## src/rtl/mips_imem_loader.sv

```systemverilog
// Boot-time loader: assembles a little-endian byte stream into 32-bit words for the core's
// instruction memory and holds the core in reset until the image is written. Optional macro: CHECKSUM_EN.
module mips_imem_loader #(
   parameter int MEM_BYTES = 128,
   parameter int ADDR_W    = 7
) (
   input  logic              clk,
   input  logic              rst,
   input  logic              start,
   input  logic              s_valid,
   input  logic [7:0]        s_data,
   output logic              s_ready,
   output logic              wr_en,
   output logic [ADDR_W-1:0] wr_addr,
   output logic [31:0]       wr_data,
   output logic              core_rst,
   output logic              busy,
   output logic              done,
   output logic              err
);

   localparam int          CW    = ADDR_W - 1;
   localparam logic [7:0]  MAX_N = 8'(MEM_BYTES / 4);

`ifdef CHECKSUM_EN
   typedef enum logic [2:0] {
      ST_IDLE = 3'd0, ST_LEN = 3'd1, ST_DATA = 3'd2, ST_CHK = 3'd3, ST_DONE = 3'd4, ST_ERR = 3'd5
   } state_t;

   function automatic logic [7:0] chk_fold(input logic [7:0] acc, input logic [7:0] b);
      return acc ^ b;
   endfunction

   logic [7:0]  chk_r;
`else
   typedef enum logic [2:0] {
      ST_IDLE = 3'd0, ST_LEN = 3'd1, ST_DATA = 3'd2, ST_DONE = 3'd4, ST_ERR = 3'd5
   } state_t;
`endif

   state_t          state_r;
   logic [CW-1:0]   n_r;
   logic [CW-2:0]   word_idx_r;
   logic [1:0]      byte_idx_r;
   logic [23:0]     buf_r;
   logic            xfer_s;
   logic [CW-1:0]   word_nxt_s;
   logic            last_word_s;

   // transfer qualifier and end-of-image detection
   always_comb begin
      xfer_s      = s_valid && s_ready;
      word_nxt_s  = {1'b0, word_idx_r} + {{(CW-1){1'b0}}, 1'b1};
      last_word_s = (word_nxt_s == n_r);
   end

   // loader state machine with registered outputs
   always_ff @(posedge clk or negedge rst) begin
      if (!rst) begin
         state_r    <= ST_IDLE;
         n_r        <= '0;
         word_idx_r <= '0;
         byte_idx_r <= 2'd0;
         buf_r      <= 24'd0;
`ifdef CHECKSUM_EN
         chk_r      <= 8'd0;
`endif
         s_ready    <= 1'b0;
         wr_en      <= 1'b0;
         wr_addr    <= '0;
         wr_data    <= 32'd0;
         core_rst   <= 1'b1;
         busy       <= 1'b0;
         done       <= 1'b0;
         err        <= 1'b0;
      end else begin
         wr_en <= 1'b0;
         case (state_r)
            ST_IDLE, ST_DONE, ST_ERR: begin
               if (start) begin
                  state_r    <= ST_LEN;
                  word_idx_r <= '0;
                  byte_idx_r <= 2'd0;
`ifdef CHECKSUM_EN
                  chk_r      <= 8'd0;
`endif
                  done       <= 1'b0;
                  err        <= 1'b0;
                  core_rst   <= 1'b1;
                  s_ready    <= 1'b1;
                  busy       <= 1'b1;
               end else if (state_r == ST_DONE) begin
                  core_rst <= 1'b0;
               end else begin
                  core_rst <= 1'b1;
               end
            end
            ST_LEN: begin
               if (xfer_s) begin
                  n_r <= s_data[CW-1:0];
                  if (s_data > MAX_N) begin
                     state_r <= ST_ERR;
                     err     <= 1'b1;
                     s_ready <= 1'b0;
                     busy    <= 1'b0;
                  end else if (s_data == 8'd0) begin
`ifdef CHECKSUM_EN
                     state_r <= ST_CHK;
`else
                     state_r <= ST_DONE;
                     done    <= 1'b1;
                     s_ready <= 1'b0;
                     busy    <= 1'b0;
`endif
                  end else begin
                     state_r <= ST_DATA;
                  end
               end
            end
            ST_DATA: begin
               if (xfer_s) begin
                  byte_idx_r <= byte_idx_r + 2'd1;
`ifdef CHECKSUM_EN
                  chk_r      <= chk_fold(chk_r, s_data);
`endif
                  case (byte_idx_r)
                     2'd0: buf_r[7:0]   <= s_data;
                     2'd1: buf_r[15:8]  <= s_data;
                     2'd2: buf_r[23:16] <= s_data;
                     2'd3: begin
                        wr_en      <= 1'b1;
                        wr_addr    <= {word_idx_r, 2'b00};
                        wr_data    <= {s_data, buf_r};
                        word_idx_r <= word_nxt_s[CW-2:0];
                        if (last_word_s) begin
`ifdef CHECKSUM_EN
                           state_r <= ST_CHK;
`else
                           state_r <= ST_DONE;
                           done    <= 1'b1;
                           s_ready <= 1'b0;
                           busy    <= 1'b0;
`endif
                        end
                     end
                     default: buf_r <= buf_r;
                  endcase
               end
            end
`ifdef CHECKSUM_EN
            // trailer byte: match releases the core, mismatch keeps it in reset
            ST_CHK: begin
               if (xfer_s) begin
                  s_ready <= 1'b0;
                  busy    <= 1'b0;
                  if (s_data == chk_r) begin
                     state_r <= ST_DONE;
                     done    <= 1'b1;
                  end else begin
                     state_r <= ST_ERR;
                     err     <= 1'b1;
                  end
               end
            end
`endif
            default: begin
               state_r  <= ST_IDLE;
               s_ready  <= 1'b0;
               busy     <= 1'b0;
               core_rst <= 1'b1;
            end
         endcase
      end
   end

endmodule

```

## config.mk

```make
export PLATFORM = sky130hd
export DESIGN_NAME = mips_imem_loader
export DESIGN_NICKNAME = d
export VERILOG_FILES = /design/src/rtl/mips_imem_loader.sv
export SDC_FILE = /design/constraint.sdc
export NUM_CORES = 1
export LEC_CHECK = 0
export CORE_ASPECT_RATIO = 1.2
export CORE_MARGIN = 8
export CORE_UTILIZATION = 53
export CTS_CLUSTER_SIZE = 24
export DETAILED_ROUTE_END_ITERATION = 10
export PLACE_DENSITY = 0.75
export SLEW_MARGIN = 20
export SYNTH_ARGS = -nofsm -noshare
export SYNTH_HDL_FRONTEND = slang
export SYNTH_SLANG_ARGS = --single-unit
```

## constraint.sdc

```tcl
create_clock -name clk -period 2.1 [get_ports clk]
set_input_delay 0.525 -clock clk [delete_from_list [all_inputs] [get_ports clk]]
set_output_delay 0.525 -clock clk [all_outputs]
set_load 0.01 [all_outputs]
```

### Word-level counts from Yosys, hierarchy flattened

Cells that the tools add are included.

* register bits after elaboration: 82
* output and inout port bits: 45
* word-level logic and storage cells: 94

* reductions and logical operators: 20
* muxes and demuxes: 40
* equality and inequality tests: 17
* $add $sub $neg: 2
* magnitude comparators: 1

Operator list (count)
* 1-bit two-way mux: 21
* 3-bit two-way mux: 7
* 2-bit != test (second input constant): 8
* 5-bit two-way mux: 3
* 3-bit AND reduction: 5
* 5-bit case mux with 2 select lines: 1
* 3-bit case mux with 3 select lines: 1
* 8-bit by 6-bit greater-than comparator with 1-bit output (second input constant): 1
* 8-bit logical NOT: 1
* 4-bit AND reduction: 2
* 8-bit AND reduction: 1
* 5-bit by 1-bit adder with 6-bit output (second input constant): 1
* 3-bit equality test (second input constant): 2
* 6-bit equality test: 1
* 1-bit case mux with 3 select lines: 2
* 6-bit AND reduction: 1
* 5-bit AND reduction: 1
* 2-bit equality test (second input constant): 2
* 2-bit two-way mux: 2
* 1-bit case mux with 2 select lines: 2
* 2-bit case mux with 2 select lines: 1
* 2-bit nonzero test: 2
* 3-bit by 1-bit equality test with 1-bit output (second input constant): 1
* 3-bit by 2-bit equality test with 1-bit output (second input constant): 1
* 10 further kinds: 10

### Logic depth before layout (Yosys ltp)

* depth in word-level cells: 6
* depth in mapped cells: 8
* mapped depth without buffers: 6

### Least setup slack after synthesis

OpenSTA, ideal clock, no wires.

* kind: input-to-reg
* start: input s_data[0]
* end: register busy
* path slack: 0.169 ns
* path buffers: 0
* cell stages on the path: 5
* arrival: 1.805 ns
* setup time: 0.126 ns
* data required time: 1.974 ns
* path through: or4_4 nor2_4 xnor2_1 a41o_1 a221o_1

* longest elaborated chain between the ends: 4
* elaborated cells between the ends (all ways): 7
* those cells by class: order compare: 1; eq/ne: 1; mux: 3; reduce/logical: 2

Ends and longest elaborated chain
* start, declared: RTL line 11 `input logic [7:0] s_data,`
* 8-bit by 6-bit greater-than comparator with 1-bit output: RTL line 101 `if (s_data > MAX_N) begin`
* 1-bit two-way mux: RTL line 101
* 1-bit two-way mux: RTL line 99 `if (xfer_s) begin`
* 1-bit case mux with 3 select lines: RTL line 78 `case (state_r)`
* end signal, assigned: RTL line 91 `busy <= 1'b1;`
* end signal, assigned: RTL line 105 `busy <= 1'b0;`
* end signal, assigned: RTL line 113 `busy <= 1'b0;`
* end, declared: RTL line 17 `output logic busy,`

Parallel ways exist; a longest one is shown, timed or not. The select of a mux whose other input is x is not followed.
A chain may end at the register's enable or synchronous reset.

### Worst setup path after layout

* start: input s_data[4]
* end: register busy

The elaborated chain is that of the path after synthesis.

==> impl_results.md <==
* Status: complete, no violations
* Row cnt at 32
* Final hold vios at 0
* Die Y at between 100 and 150 microns
* Mapped Cells at around 280
* Req. time, crit path at ~2.3 ns
* Setup violations, final at 0
* Dpl cell area at roughly 4300 sq um
* Num CTS Buffers at 9
* Max_slew headroom at between 60 and 70%
* Clk root buf: clkbuf_8
* Post-synth top area share at 57.6%
* Drt drc at 0
* Most common cell after layout, fill and taps aside: dfrtp_1
* Design area at ~4600 sq um
* Clock transition at the registers of the reported paths at 0.08 ns
* Worst R2R Path Depth at 6
* Ratio of cells with drive above 1 in the final layout at about 29%
* Yosys warnings at 0
* Pwr dens at 1040 nW/um^2
* Max-Cap Viols at 0
* DRT Pass-1 Iters at 4
* Post-route antenna net violation count at 0
* Total gr overflow at 0
* RSZ-0062 raised after global routing: false
* Post-CTS Setup Bufs at 0
* Core Area at 6450 sq um
* Diode count at 0
* R2R setup slack at 0.22 ns
* Max FO, Critical Path at 2
* Total track usage at a little under a fifth
* Critical path class: in -> reg
* Design Power at approximately 4.8 mW
* Leakage power at about 2.2 nW
* Crit. End Element: flop
* Via density at ~5.4
* Max Clk Rate at between 400 and 500 MHz
* Register area share after synthesis at 58.3%
* Number of global-route vias before repair at 2719
* CTS tree: done
* Max Buffers Root-to-Sink at 2
* Worst R2R End: busy
* Die area at ~9500 sq um
* Final Core Density at between 70% and 80%
* Synth Cell Area at between 3000 and 4000 sq um
* VDD IR max at roughly 710 uV
* Wirelength, routed at between 8000 and 9000 microns
* Final nets at 384
* Dpl hpwl at 5850 microns
* Die Wd at approximately 90 microns
* Post-synth cell types at 44
* Post-synth EDFFs at 0
* Period Utilization, post-route at around 97%
* Worst Setup Start Kind: primary input
* Boundary Pins at 57
* Yosys top cell by area: dfrtp_1
* Pin count of the biggest net entering global routing at 40
* Worst-Margin Slew at 0.519 ns
* Commonest cells after routing, fill and taps aside: 81 x dfrtp_1, 53 x mux2_2, 52 x clkdlybuf4s50_1, 50 x nand2_1, 31 x buf_4
* Primary FF master, synth: dfrtp_1
* Port Buffers at 54
* Clock Skew at 0.00918 ns
* Flop and latch count out of synthesis at 82
* Drt initial violations at between 80 and 90
* Routability Congestion at roughly 0.86
* Initial antenna violation count at 0
* First-pass GRT wire length at approximately 14000 microns
* Final Max Tran Viols at 0
* Starting Density at 54.6%
* Ranking of synthesized cells by area: dfrtp_1 58%, mux2_2 17%, nand2_1 5.3%, ha_1 1.8%, xnor2_1 1.7%
* Mean post-synth cell area at between 10 and 15 sq um
* Arr. time, crit path at 2.27 ns
* Final min period at 2.03 ns
* Hold WC Path Type: in -> async
* Avg WL per Cell at ~18 microns
* Area grow syn2layout at 30.5%
* Clock latency at the later pin of the worst-skew pair at 0.35 ns
* Clock sink total at 82
* DR vias at 2482
* Reg2reg start: word_idx_r[0]
* FFs w/ async S/R, synth at 100%
* H-Tree Depth at 3
power by group:
part / switching (mW) / total [mW] / leakage (nW) / internal [mW]
sequential: 0.210 / 2.12 / 1.11 / 1.91
clock: 0.583 / 1.38 / 0.118 / 0.796
combinational: 0.603 / 1.29 / 1.01 / 0.689
total: 1.40 / 4.79 / 2.24 / 3.40
kinds of logic after synthesis:
kind of cell,Yosys count,share of synthesized area (%)
mux,55,17.6
xor+xnor,12,2.99
fa+ha+maj,5,1.78
compound gates,26,5.58
other cells,1,0.107
flops,82,58.3
simple gates,85,11.2
buf+inv,17,2.49
cell type report:
type | instances | area, sq um
clock buffers | 10 | 128
clock inverters | 6 | 114
fillers | 456 | 1850
inverters | 4 | 15.0
multi-input cells | 185 | 1390
flip-flops and latches | 82 | 2050
well taps | 85 | 106
repair buffers | 85 | 786
cells in the mapped netlist, types with 4 or more instances:
library cell   n
buf_4          5
xor2_1         5
a21oi_1        4
nor2_1         8
ha_1           5
nand3_1       10
xnor2_1        7
nand2_1       50
buf_2          4
dfrtp_1       81
mux2_2        53
o21ai_0        5
layer usage:
metal	up-vias	global-route usage, %	part of all wire [%]
li1	1139	-	-
met1	1278	21.4	42
met2	50	31.8	52
met3	15	5.04	4.2
met4	0	6.32	1.8
met5	-	0	0
worst max-delay path, cell delays in order:
cell and delay [ns]:
clkdlybuf4s50_1 0.42, or4_4 0.56, nor2_4 0.15, xnor2_2 0.08, a41o_1 0.21, a221o_1 0.32
sequential cells by signal, summed over array words and instances (netlist names):
register and count:
word_idx_r 5, busy 1, byte_idx_r 2, wr_data 32
wr_addr 5, err 1, done 1, buf_r 24
n_r 6, wr_en 1, core_rst 1, state_r 3
timing repair:
| item | 4_1_cts | 5_1_grt |
|---|---|---|
| hold buffers | 0 | 0 |
| gates resized for setup | 0 | 2 |
| pin swaps | 2 | 3 |
| cloned | 0 | 0 |
| endpoints found under the setup margin | 1 | 1 |
worst max-delay path by stage:
stage	startpoint	endpoint	slack [ns]	cells after the start
3_5_place_dp	s_data[3]	busy	-0.36	6
5_1_grt	s_data[4]	busy	0.03	6
4_1_cts	s_data[0]	busy	0.06	6
2_1_floorplan	s_data[0]	busy	0.17	5
3_3_place_gp	s_data[0]	busy	-0.34	6
6_report	s_data[4]	busy	0.07	6
per-stage QoR:
stage | TNS (ns) | hold WS (ns) | worst slack (ns) | instances
3_3_place_gp | -3.23 | 0.458 | -0.337 | 441
2_1_floorplan | 0 | 0.229 | 0.169 | 284
5_1_grt | 0 | 0.163 | 0.0270 | 457
6_report | 0 | 0.132 | 0.0716 | 457
4_1_cts | 0 | 0.148 | 0.0582 | 457
3_5_place_dp | -3.62 | 0.470 | -0.360 | 441
Power figures use the tool's default switching activity.
==> RTL change 1: new RTL, same flow settings <==
Make the reset (`rst`) synchronous in one clocked block.
--- a/src/rtl/mips_imem_loader.sv
+++ b/src/rtl/mips_imem_loader.sv
@@ -56,5 +56,5 @@
 
    // loader state machine with registered outputs
-   always_ff @(posedge clk or negedge rst) begin
+   always_ff @(posedge clk) begin
       if (!rst) begin
          state_r    <= ST_IDLE;
Check against the original RTL: differs if rst is asserted again (counterexample within 4 cycles, from zero or initial values and one cycle with rst low); with rst held inactive, the same outputs for 4 cycles.
==> RTL change 1 against the unedited design <==
Critical path depth unchanged. Largest cell class is now multi-input combinational cells. Synthesized area increased by 1.5%. Count of clock-buffer cells in the layout decreased by 1. Synthesized cell count increased by 48%. Final area decreased by 2.2%. Setup slack got worse by 6.2 ps. Critical endpoint is now state_r[2]. Sequential cell count unchanged. Wire length unchanged. Highest routed layer unchanged.
Power is not compared: it rests on default switching activity, and its combinational part moved more than twofold at a synthesized area within 25%.
==> RTL change 1: results (changes against the unedited design) <==
Critical path
  – Worst r2r dst: done (was busy)
  – Launch point of the worst reg-to-reg path: word_idx_r[1] (was word_idx_r[0])
  – Data arrival, critical path: 2330 ps (was 2270 ps)
  – Flop2flop setup slack: 250 ps (was 220 ps)
  – Critical Path Start: s_data[3] (was s_data[4])
  – Largest stage delay, worst path: 500 ps (was 560 ps)

Final layout
  – Post-layout nets: 501 (was 384)
  – Layout cells sized above 1: 0.110 (was 0.290)

Routing
  – Metal-1 WL: 3.59 mm (was 3.45 mm)
  – Routed wire per std cell: 14.3 um (was 18.1 um)
  – Detail Route met3 WL: 464 um (was 343 um)
  – Drt total wl: 8.26 mm (unchanged)
  – DR WL met2: 4.10 mm (was 4.32 mm)

GRT
  – Met1 GRT Util: 0.203 (was 0.214)
  – Vias in the first global route: 2934 (was 2719)
  – GRT Overall Usage: 0.174 (was 0.183)
  – Global-route wire length before repair: 13.8 mm (was 13.9 mm)

Place
  – Placed cell count: 560 (was 441)
  – Placed Area: 4310 um2 (was 4340 um2)
  – GPL Wtd Cong: 0.944 (was 0.859)
  – Dpl hpwl: 6.05 mm (was 5.85 mm)
  – Pre-CTS setup slack: -407 ps (was -360 ps)

Synthesis
  – Avg Synthesized Cell Area: 8.53 um2 (was 12.4 um2)
  – Sequential fraction of the synthesis area: 0.459 (was 0.583)

Run status
  – Status: complete, no violations (unchanged)

Timing
  – Final worst path period share: 0.969 (was 0.966)
==> RTL change 1: repair_timing <==
action                                  CTS  global route
gates resized for setup                   1             1
pin swaps                                 0             0
endpoints found under the hold margin     0             0
cloned                                    0             0
endpoints found under the setup margin    2             2
==> RTL change 1: per-stage QoR <==
step / utilization / TNS, ps
final: 0.671 / 0
after global routing: 0.671 / 0
after CTS: 0.671 / 0
after detailed placement: 0.645 / -2420
after global placement: 0.645 / -2060
after floorplan: - / 0
==> RTL change 1: cell families after synthesis <==
group	synth area share
and+or+nand+nor	0.233
AOI/OAI and AO/OA	0.189
DFF	0.459
buffers and inverters	0.0557
xor gates and xnor gates	0.0221
muxes	0.0224
adders and majority gates	0.0175
other	0.00105
==> RTL change 1: final cells by class <==
cell class              count  area [um2]
fillers                   597        2200
inverters                   7        26.3
multi-input cells         298        1740
clock buffers               9         124
repair buffers             86         800
flip-flops and latches     82        1640
well taps                  87         109
clock inverters             7        53.8
==> RTL change 2: new RTL, config.mk and constraints unchanged <==
Without the edit above. Set the parameter `ADDR_W` to 5 (it was 7).
--- a/src/rtl/mips_imem_loader.sv
+++ b/src/rtl/mips_imem_loader.sv
@@ -3,5 +3,5 @@
 module mips_imem_loader #(
    parameter int MEM_BYTES = 128,
-   parameter int ADDR_W    = 7
+   parameter int ADDR_W    = 5
 ) (
    input  logic              clk,
Ports: changed (resized wr_addr); port bits go from 57 to 55. The function was not compared with the original's and may differ.
==> RTL change 2 against the unedited design <==
Wire length down 18%. Clock skew up 4.7 ps. Power down 17%. Sequential cell count down 6. Setup slack better by 100 ps. Largest cell class unchanged. Final cell count down 14%. Synthesized area down 3.0%. Combinational power down 29%. Final area down 6.8%.
==> RTL change 2: results (changes against the unedited design) <==
Power and ir drop
  – Clock share of power: 0.282 (was 0.288)
  – Int Pwr: 2840 uW (was 3400 uW)
  – Power Combinational: 912 uW (was 1290 uW)

Critical path
  – Worst r2r dst: wr_data[1] (was busy)
  – Launch point of the worst reg-to-reg path: state_r[2] (was word_idx_r[0])
  – Cells on worst reg2reg path: 4 (was 6)
  – Delay-heaviest family, CP: flip-flops (was simple AND/OR/NAND/NOR gates)
  – Data arrival, critical path: 1400 ps (was 2270 ps)

Synthesis
  – Synth top area cells: dfrtp_1 (55%), mux2_4 (13%), mux2_2 (12%) (was dfrtp_1 (58%), mux2_2 (17%), nand2_1 (5.3%))
  – Mapped Cells: 231 (was 283)
  – Commonest cells in the synthesized netlist: dfrtp_1 (75), mux2_2 (35), mux2_4 (29) (was dfrtp_1 (81), mux2_2 (53), nand2_1 (50))
  – Synth Area in XOR/XNOR: 0.0103 (was 0.0299)
  – Post-synthesis mux area share: 0.249 (was 0.176)
  – Sequential fraction of the synthesis area: 0.557 (was 0.583)
  – Complex-gate fraction of the synthesized area: 0.0538 (was 0.0558)

Routing
  – DR vias/cell: 5.31 (was 5.43)
  – Detail Route met3 WL: 239 um (was 343 um)
  – DR iter-0 viols: 56 (was 81)
  – Via count: 2088 (was 2482)

Place
  – Placed Area: 4080 um2 (was 4340 um2)
  – GPL Wtd Cong: 0.859 (about the same)

Final layout
  – Post-layout nets: 320 (was 384)
  – Fillers: 493 (was 456)
  – Layout cells sized above 1: 0.344 (was 0.290)

Run status
  – Status: complete, no violations (unchanged)

GRT
  – GRT Overall Usage: 0.161 (was 0.183)

Timing
  – Fin Hold WS: 169 ps (was 132 ps)
## RTL change 2: cell type report
class | instances | area share
clock buffers | 13 | 0.0371
clock inverters | 3 | 0.0105
inverters | 7 | 0.00614
multi-input cells | 140 | 0.323
flip-flops and latches | 76 | 0.445
well taps | 85 | 0.0249
repair buffers | 69 | 0.154
## RTL change 2: metal layers
layer,GRT usage,vias to the layer above
met1,0.215,1051
li1,-,979
met5,0,-
met2,0.244,47
met3,0.0372,11
met4,0.0656,0
## RTL change 2: cell families after synthesis
family / after synthesis
flops: 76
mux: 66
simple gates: 39
compound gates: 24
buf+inv: 16
fa+ha+maj: 5
xor+xnor: 4
other cells: 1
## RTL change 2: metrics by stage
step	TNS, ps	util
3_5_place_dp	-1870	0.644
4_1_cts	0	0.676
3_3_place_gp	-1130	0.644
6_report	0	0.676
2_1_floorplan	0	-
5_1_grt	0	0.676
